`config.mk`:
```
export PLATFORM = sky130hd
export DESIGN_NAME = repetition_matcher_flat
export DESIGN_NICKNAME = d
export VERILOG_FILES = /design/src/rtl/repetition_matcher_if.sv /design/src/rtl/repetition_matcher.sv /design/src/flat_wrapper.sv
export SDC_FILE = /design/constraint.sdc
export NUM_CORES = 1
export LEC_CHECK = 0
export BUFFER_PORTS_ARGS = -buffer_cell sky130_fd_sc_hd__clkbuf_2
export CORE_AREA = 2 2 43 45
export DETAILED_ROUTE_END_ITERATION = 10
export DIE_AREA = 0 0 45 47
export PLACE_DENSITY = 0.66
export RECOVER_POWER = 100
export SYNTH_ARGS = -nofsm -noshare
export SYNTH_HDL_FRONTEND = slang
export SYNTH_SLANG_ARGS = --single-unit
```
`constraint.sdc`:
```
create_clock -name clk -period 1.35 [get_ports clk]
set_input_delay 0.135 -clock clk [delete_from_list [all_inputs] [get_ports clk]]
set_output_delay 0.135 -clock clk [all_outputs]
set_load 0.005 [all_outputs]
```
`src/rtl/repetition_matcher_if.sv`:
```
// ----------------------------------------------------------------------------
// repetition_matcher_if
//   Bundles the event inputs and observation outputs of repetition_matcher.
//   Handshake: there is no valid/ready pair; every input is sampled on every
//   rising clock edge, and outputs are registered and valid for a whole cycle.
//
//   Signals:
//     clr      - synchronous clear of progress, state and hits (master -> slave)
//     a, b     - sampled events (master -> slave)
//     match    - one-cycle pulse per completed pattern (slave -> master)
//     busy     - goto attempt armed (slave -> master)
//     progress - repetitions counted toward N (slave -> master)
//     hits     - saturating count of match pulses (slave -> master)
// ----------------------------------------------------------------------------
interface repetition_matcher_if #(
    parameter int HIT_W = 8
);
    logic             clr;
    logic             a;
    logic             b;
    logic             match;
    logic             busy;
    logic [3:0]       progress;
    logic [HIT_W-1:0] hits;

    modport master (
        output clr, a, b,
        input  match, busy, progress, hits
    );

    modport slave (
        input  clr, a, b,
        output match, busy, progress, hits
    );
endinterface

```
`src/rtl/repetition_matcher.sv`:
```
// ----------------------------------------------------------------------------
// repetition_matcher
//   Recognises a repetition pattern on sampled events.
//     KIND=0 : consecutive repetition a[*N], overlapping matches.
//     KIND=1 : goto repetition a ##1 b[->N], non-reentrant single attempt.
//   match is registered: it pulses in the cycle after the completing sample.
//
//   Ports:
//     clk         - clock, all state updates on its rising edge
//     rst_n       - asynchronous active-low reset
//     bus         - repetition_matcher_if slave (clr, a, b, match, busy,
//                   progress, hits)
//     dbg_state_o - current FSM state (0 = IDLE, 1 = ARMED)
// ----------------------------------------------------------------------------
module repetition_matcher #(
    parameter int KIND  = 0,
    parameter int N     = 5,
    parameter int HIT_W = 8
) (
    input  logic                 clk,
    input  logic                 rst_n,
    repetition_matcher_if.slave  bus,
    output logic                 dbg_state_o
);

    localparam logic [0:0] IDLE  = 1'b0;
    localparam logic [0:0] ARMED = 1'b1;

    localparam logic [3:0]       N_L     = 4'(N);
    localparam logic [3:0]       N_M1    = 4'(N - 1);
    localparam logic [HIT_W-1:0] HIT_MAX = '1;

    logic [0:0]       state_q, state_d;
    logic [3:0]       prog_q,  prog_d;
    logic             match_q, match_d;
    logic [HIT_W-1:0] hits_q,  hits_d;

    always_comb begin
        state_d = state_q;
        prog_d  = prog_q;
        match_d = 1'b0;
        hits_d  = hits_q;

        if (bus.clr) begin
            // clr outranks any event sampled in the same cycle
            state_d = IDLE;
            prog_d  = '0;
            hits_d  = '0;
        end else begin
            if (KIND == 0) begin
                if (bus.a) begin
                    // Completing when the run was already N-1 or saturated at N
                    // gives one pulse per extra a=1 (overlapping matches).
                    match_d = (prog_q == N_M1) || (prog_q == N_L);
                    prog_d  = (prog_q == N_L) ? N_L : prog_q + 4'd1;
                end else begin
                    prog_d = '0;
                end
            end else begin
                case (state_q)
                    IDLE: begin
                        // b in the arming cycle is deliberately not counted
                        if (bus.a) begin
                            state_d = ARMED;
                            prog_d  = '0;
                        end
                    end
                    ARMED: begin
                        // a is ignored while armed: one attempt at a time
                        if (bus.b) begin
                            if (prog_q == N_M1) begin
                                state_d = IDLE;
                                prog_d  = '0;
                                match_d = 1'b1;
                            end else begin
                                prog_d = prog_q + 4'd1;
                            end
                        end
                    end
                    default: begin
                        state_d = IDLE;
                        prog_d  = '0;
                    end
                endcase
            end

            // hits moves on the same edge that raises match
            if (match_d && (hits_q != HIT_MAX)) begin
                hits_d = hits_q + 1'b1;
            end
        end
    end

    always_ff @(posedge clk or negedge rst_n) begin
        if (!rst_n) begin
            state_q <= IDLE;
            prog_q  <= '0;
            match_q <= 1'b0;
            hits_q  <= '0;
        end else begin
            state_q <= state_d;
            prog_q  <= prog_d;
            match_q <= match_d;
            hits_q  <= hits_d;
        end
    end

    assign bus.match    = match_q;
    assign bus.busy     = (KIND == 1) && (state_q == ARMED);
    assign bus.progress = prog_q;
    assign bus.hits     = hits_q;
    assign dbg_state_o  = state_q[0];

endmodule

```
`src/flat_wrapper.sv`:
```
// flat-port wrapper written by rule: the top's interface ports become plain ports
module repetition_matcher_flat 
#(
    parameter int KIND  = 0,
    parameter int N     = 5,
    parameter int HIT_W = 8
)
  (clk, rst_n, dbg_state_o, bus_clr, bus_a, bus_b, bus_match, bus_busy, bus_progress, bus_hits);
  repetition_matcher_if #(.HIT_W(HIT_W)) bus_i ();
  input  logic clk;
  input  logic rst_n;
  output logic dbg_state_o;
  input wire logic [$bits(bus_i.clr)-1:0] bus_clr;
  input wire logic [$bits(bus_i.a)-1:0] bus_a;
  input wire logic [$bits(bus_i.b)-1:0] bus_b;
  output wire logic [$bits(bus_i.match)-1:0] bus_match;
  output wire logic [$bits(bus_i.busy)-1:0] bus_busy;
  output wire logic [$bits(bus_i.progress)-1:0] bus_progress;
  output wire logic [$bits(bus_i.hits)-1:0] bus_hits;
  assign bus_i.clr = bus_clr;
  assign bus_i.a = bus_a;
  assign bus_i.b = bus_b;
  assign bus_match = bus_i.match;
  assign bus_busy = bus_i.busy;
  assign bus_progress = bus_i.progress;
  assign bus_hits = bus_i.hits;
  repetition_matcher #(.KIND(KIND), .N(N), .HIT_W(HIT_W)) u_core (.clk(clk), .rst_n(rst_n), .bus(bus_i), .dbg_state_o(dbg_state_o));
endmodule
```
# ---- After elaboration in Yosys (flattened, before gate mapping)
# Cells that the tools add are included.
dict set report totals {
  latch_bits 0
  ramBits 0
  mem_bits_ro 0
  regBits 13
  memories 0
  word_cells 19
}
dict set report classes {
  n_shift 0
  magnitude_cmp 0
  n_eq_ne 3
  bitwise_logic 0
  n_div 0
  add_sub_neg 2
  reduce_logical 3
  mul 0
  n_mux 8
}
# operator n
set ops {}
lappend ops {{$mux W8} 2}
lappend ops {{$mux W4} 3}
lappend ops {{$add A8 B1 Y8 const B} 1}
lappend ops {{$eq A4 B3 Y1 const B} 2}
lappend ops {{$ne A8 B8 Y1 const B} 1}
lappend ops {{$add A4 B1 Y4 const B} 1}
lappend ops {{$mux W1} 3}
lappend ops {{$reduce_bool A2 Y1} 1}
lappend ops {{$logic_and A1 B1 Y1} 1}
lappend ops {{$logic_or A1 B1 Y1} 1}

# ---- Depth between registers and ports, before layout
dict set report logic_depth {
  depth_word 7
  depth_mapped 5
  ltp_nobuf 5
}

# ---- Worst setup path after synthesis
# Ideal clock, no wire load.
dict set report synth_timing {
  path_type {register to register}
  startpoint {reg u_core.hits_q[0], in the netlist u_core.bus.hits[0]}
  endpoint {reg u_core.hits_q[7], in the netlist u_core.bus.hits[7]}
  stages_incl_launch_ff 6
  synth_period_minus_slack_ps 1410
  setup_slack_ps -60
  t_arrival_ps 1284
  cell_sequence {dfrtp_1 ha_1 nand3_2 o211ai_4 nor2_2 mux2_4}
}
dict set report synth_between {
  elab_chain_len 3
  elab_cells_between_ends 6
}
# element line_no
set synth_rtl {}
lappend synth_rtl {{start: declaration} repetition_matcher.sv:36} ;# logic [HIT_W-1:0] hits_q, hits_d;
lappend synth_rtl {{start signal: assignment} repetition_matcher.sv:104} ;# hits_q <= hits_d;
lappend synth_rtl {{$add A8 B1 Y8 / $ne A8 B8 Y1 (equally long branches)} {repetition_matcher.sv:89, repetition_matcher.sv:88}}
lappend synth_rtl {{$mux W8 / $logic_and A1 B1 Y1 (equally long branches)} repetition_matcher.sv:88} ;# if (match_d && (hits_q != HIT_MAX)) begin
lappend synth_rtl {{$mux W8 / $reduce_bool A2 Y1 (equally long branches)} n/a}
# Parallel ways exist; a longest one is shown, timed or not. The select of a mux whose other input is x is not followed.
# A chain may end at the register's enable or synchronous reset.

# ---- Worst setup path in the final report
dict set report layout_timing {
  startpoint {reg u_core.hits_q[1], in the netlist u_core.bus.hits[1]}
  endpoint {reg u_core.hits_q[7], in the netlist u_core.bus.hits[7]}
}
# Same word-level chain as after synthesis.

==> flow_summary.toml <==
[sta]
setup_viol_count_final = 1
hold_viol_final = 0
fmaxAchievable_ghz = 0.740
fin_ws_ns = -0.000773
fin_crit_sh_pct = 100
worst_pin_slew_ns = 0.701
period_minus_slack_ns = 1.35
relSlewSlack_pct = 53.3
hold-worst-slack_ns = 0.163
grt_setup_unrepaired = "true"
setup_tns_ns = -0.000773
clock_skew_ns = 0.00261
maxSlewViolCount = 0

[floorplanning]
core_um2 = 1650
start_util_pct = 42.2
io_pins = 20
rows = 15
die_h_um = 47
die_area_um2 = 2120
die_w_um = 45

[cells_and_area]
utilization_pct = 55.8
final_nets = 103
drive_gt1_share_pct = 35.4
fillers = 167
multi_input_area_um2 = 378
regArea_um2 = 327
n_antenna_cell = 0
area_growth_pct = 32.1

[drt]
via_count = 549
top_layer = "met3"
dr_wl_met2_um = 739
drcViolationCount = 0
wl_mm = 1.40
dr.pass1.iters = 4
met3_length_um = 60
via_per_inst = 4.86
wl_met1_um = 603
ant_nets = 0
dr.first_iter.drc_count = 6
wire_per_inst_um = 12.4

[logic_synthesis]
seq_area_frac_synth_pct = 46.7
synthCells = 64
yosysWarnings = 0
syn_area_um2 = 697
synth_largest_area_cell = "dfrtp_1"
synth_area_per_cell_um2 = 10.9
synth_edf_count = 0
ys_ff_latch = 13
yosysMostFrequentCell = "dfrtp_1"
synthTopCellsByArea = "dfrtp_1 (47%), xor2_1 (8.8%), nor2_1 (5.9%)"
synthFlopType = "dfrtp_1"
yosysUniqueCellTypes = 28
netlist_top_cells_count = "dfrtp_1 (13), nor2_1 (11), xor2_1 (7)"
async_flop_share_pct = 100
synth_top_cell_area_share_pct = 46.7

[setup_path]
cp_slowest_cell = "dfrtp_1"
r2r_slack_ns = -0.0008
crit_buf_inv = 0
worstRegToRegCells = 5
r2r_end = "u_core.bus.hits[7]$_DFFE_PN0P_"
worstPathArrival_ns = 1.52
crit_path_max_incr_delay_ns = 0.40
end_kind = "flop"
cp.required_ns = 1.52
r2r_start = "u_core.bus.hits[1]$_DFFE_PN0P_"
crit_family = "flip-flops"
worstSetupPathType = "flop to flop"
cp_max_fo = 4
crit_path_cell_trace = "ha_4 > nand3_4 > o211ai_4 > nor2_2 > mux2_4"
startpoint_type = "flop"

[status]
failed_checks = "setup timing"
status = "finished with violations"

[global_route]
grt_pass1_vias = 499
grt_start_max_net_pins = 14
grt_pass1_wl_mm = 2.25
antenna_found_initial = 0
grt_remaining_overflow = 0
track_usage_pct = 15.2

[min_path]
hold_end = "u_core.bus.match$_DFF_PN0_"
worstHoldStart = "bus_clr"
hold_class = "primary input to flop"
worst_hold_path.num_cells = 2

[clock_network]
insertion_delay_ns = 0.27
clock_sinks = 13
cts_tree = "yes"
clockRootBuffer = "clkbuf_4"
h-tree-depth = 1
path_clk_slew_ns = 0.08
clockBufferDepth = 2
numCtsBuffers = 3

[placed_design]
dp_hpwl_um = 994
portBuffers = 16
pre_cts_slack_ns = -0.0343
gp_congestion = 0.767

[run]
maxCapViolCount = 0

[power]
power.leakage_nw = 0.437
power_density_nw_per_um2 = 729
ir_worst_vdd_uv = 397
## power breakdown
group | leakage, nW | switching (W) | internal, W
sequential | 0.179 | 0.00000290 | 0.000392
combinational | 0.244 | 0.0000214 | 0.0000117
clock | 0.0150 | 0.000130 | 0.000114
## timing repair
action / CTS / global route
cloned: 0 / 0
pin swaps: 2 / 5
endpoints found under the hold margin: 13 / 0
setup endpoints to repair: 1 / 6
resized for setup: 4 / 1
hold buffers: 1 / 0
buffers inserted: 2 / 0
## sequential cells by signal, indices dropped and copies added, names as in the netlist
signal,flops
u_core.bus.match,1
u_core.bus.progress,4
u_core.bus.hits,8
## metrics by stage
| step | power [W] | instance area [um2] | instances |
|---|---|---|---|
| finish | 0.000672 | 921 | 113 |
| floorplan | 0.000420 | 703 | 65 |
| global placement | 0.000435 | 868 | 106 |
| CTS | 0.000685 | 943 | 113 |
| detailed placement | 0.000436 | 868 | 106 |
| global route | 0.000709 | 921 | 113 |
## routing by layer
| layer | global-route usage, % | vias up |
|---|---|---|
| met5 | 0 | - |
| met4 | 7.06 | 0 |
| met3 | 3.46 | 0 |
| met2 | 24.0 | 13 |
| met1 | 19.8 | 258 |
| li1 | - | 278 |
## cell usage in the layout, fill, tap and decap left out
| cell | count |
|---|---|
| dfrtp_2 | 1 |
| xnor2_1 | 1 |
| clkbuf_4 | 4 |
| o2111ai_1 | 1 |
| clkbuf_1 | 9 |
| and3_4 | 1 |
| nand3_4 | 1 |
| and4bb_4 | 1 |
| a21oi_1 | 2 |
| and2_1 | 2 |
| nand2_1 | 1 |
| clkbuf_2 | 13 |
| buf_4 | 7 |
| nor2b_1 | 2 |
| ha_4 | 1 |
| inv_1 | 1 |
| and3_1 | 1 |
| dlygate4sd3_1 | 1 |
| nor2_2 | 1 |
| nand2b_1 | 1 |
| dfrtp_1 | 12 |
| xor2_1 | 7 |
| nand3_1 | 3 |
| nand3b_1 | 1 |
| mux2_4 | 1 |
| nor2_1 | 11 |
| nand4_4 | 1 |
| conb_1 | 2 |
| o211ai_4 | 1 |
| nand4_1 | 1 |
| o21ai_2 | 1 |
| mux2i_1 | 2 |
| o211ai_1 | 1 |
## worst max-delay path by stage
| stage | from | end | slack [ns] | depth (start not counted) |
|---|---|---|---|---|
| after floorplan | u_core.bus.progress[1]$_DFF_PN0_ | u_core.bus.hits[7]$_DFFE_PN0P_ | -0.05 | 4 |
| after global placement | u_core.bus.hits[1]$_DFFE_PN0P_ | u_core.bus.hits[7]$_DFFE_PN0P_ | -0.02 | 5 |
| after detailed placement | u_core.bus.hits[1]$_DFFE_PN0P_ | u_core.bus.hits[7]$_DFFE_PN0P_ | -0.03 | 5 |
| after CTS | u_core.bus.hits[0]$_DFFE_PN0P_ | u_core.bus.hits[7]$_DFFE_PN0P_ | 0.008 | 5 |
| after global routing | u_core.bus.hits[1]$_DFFE_PN0P_ | u_core.bus.hits[7]$_DFFE_PN0P_ | -0.05 | 5 |
| final | u_core.bus.hits[1]$_DFFE_PN0P_ | u_core.bus.hits[7]$_DFFE_PN0P_ | -0.0008 | 5 |
## kinds of logic after synthesis
kind of cell    Yosys count  synth area share (%)
fa+ha+maj                 1                  1.80
xor+xnor                  8                  10.1
flops                    13                  46.7
buf+inv                   4                  3.23
mux                       3                  5.03
other cells               1                 0.538
compound gates            6                  8.08
simple gates             28                  24.6
## final cells by class
class,count,area share [%]
Inverter,1,0.408
Sequential cell,13,35.5
Multi-Input combinational cell,48,41.0
Timing Repair Buffer,30,17.9
Tap cell,17,2.31
Clock buffer,4,2.85
(Power assumes the default switching activity.)
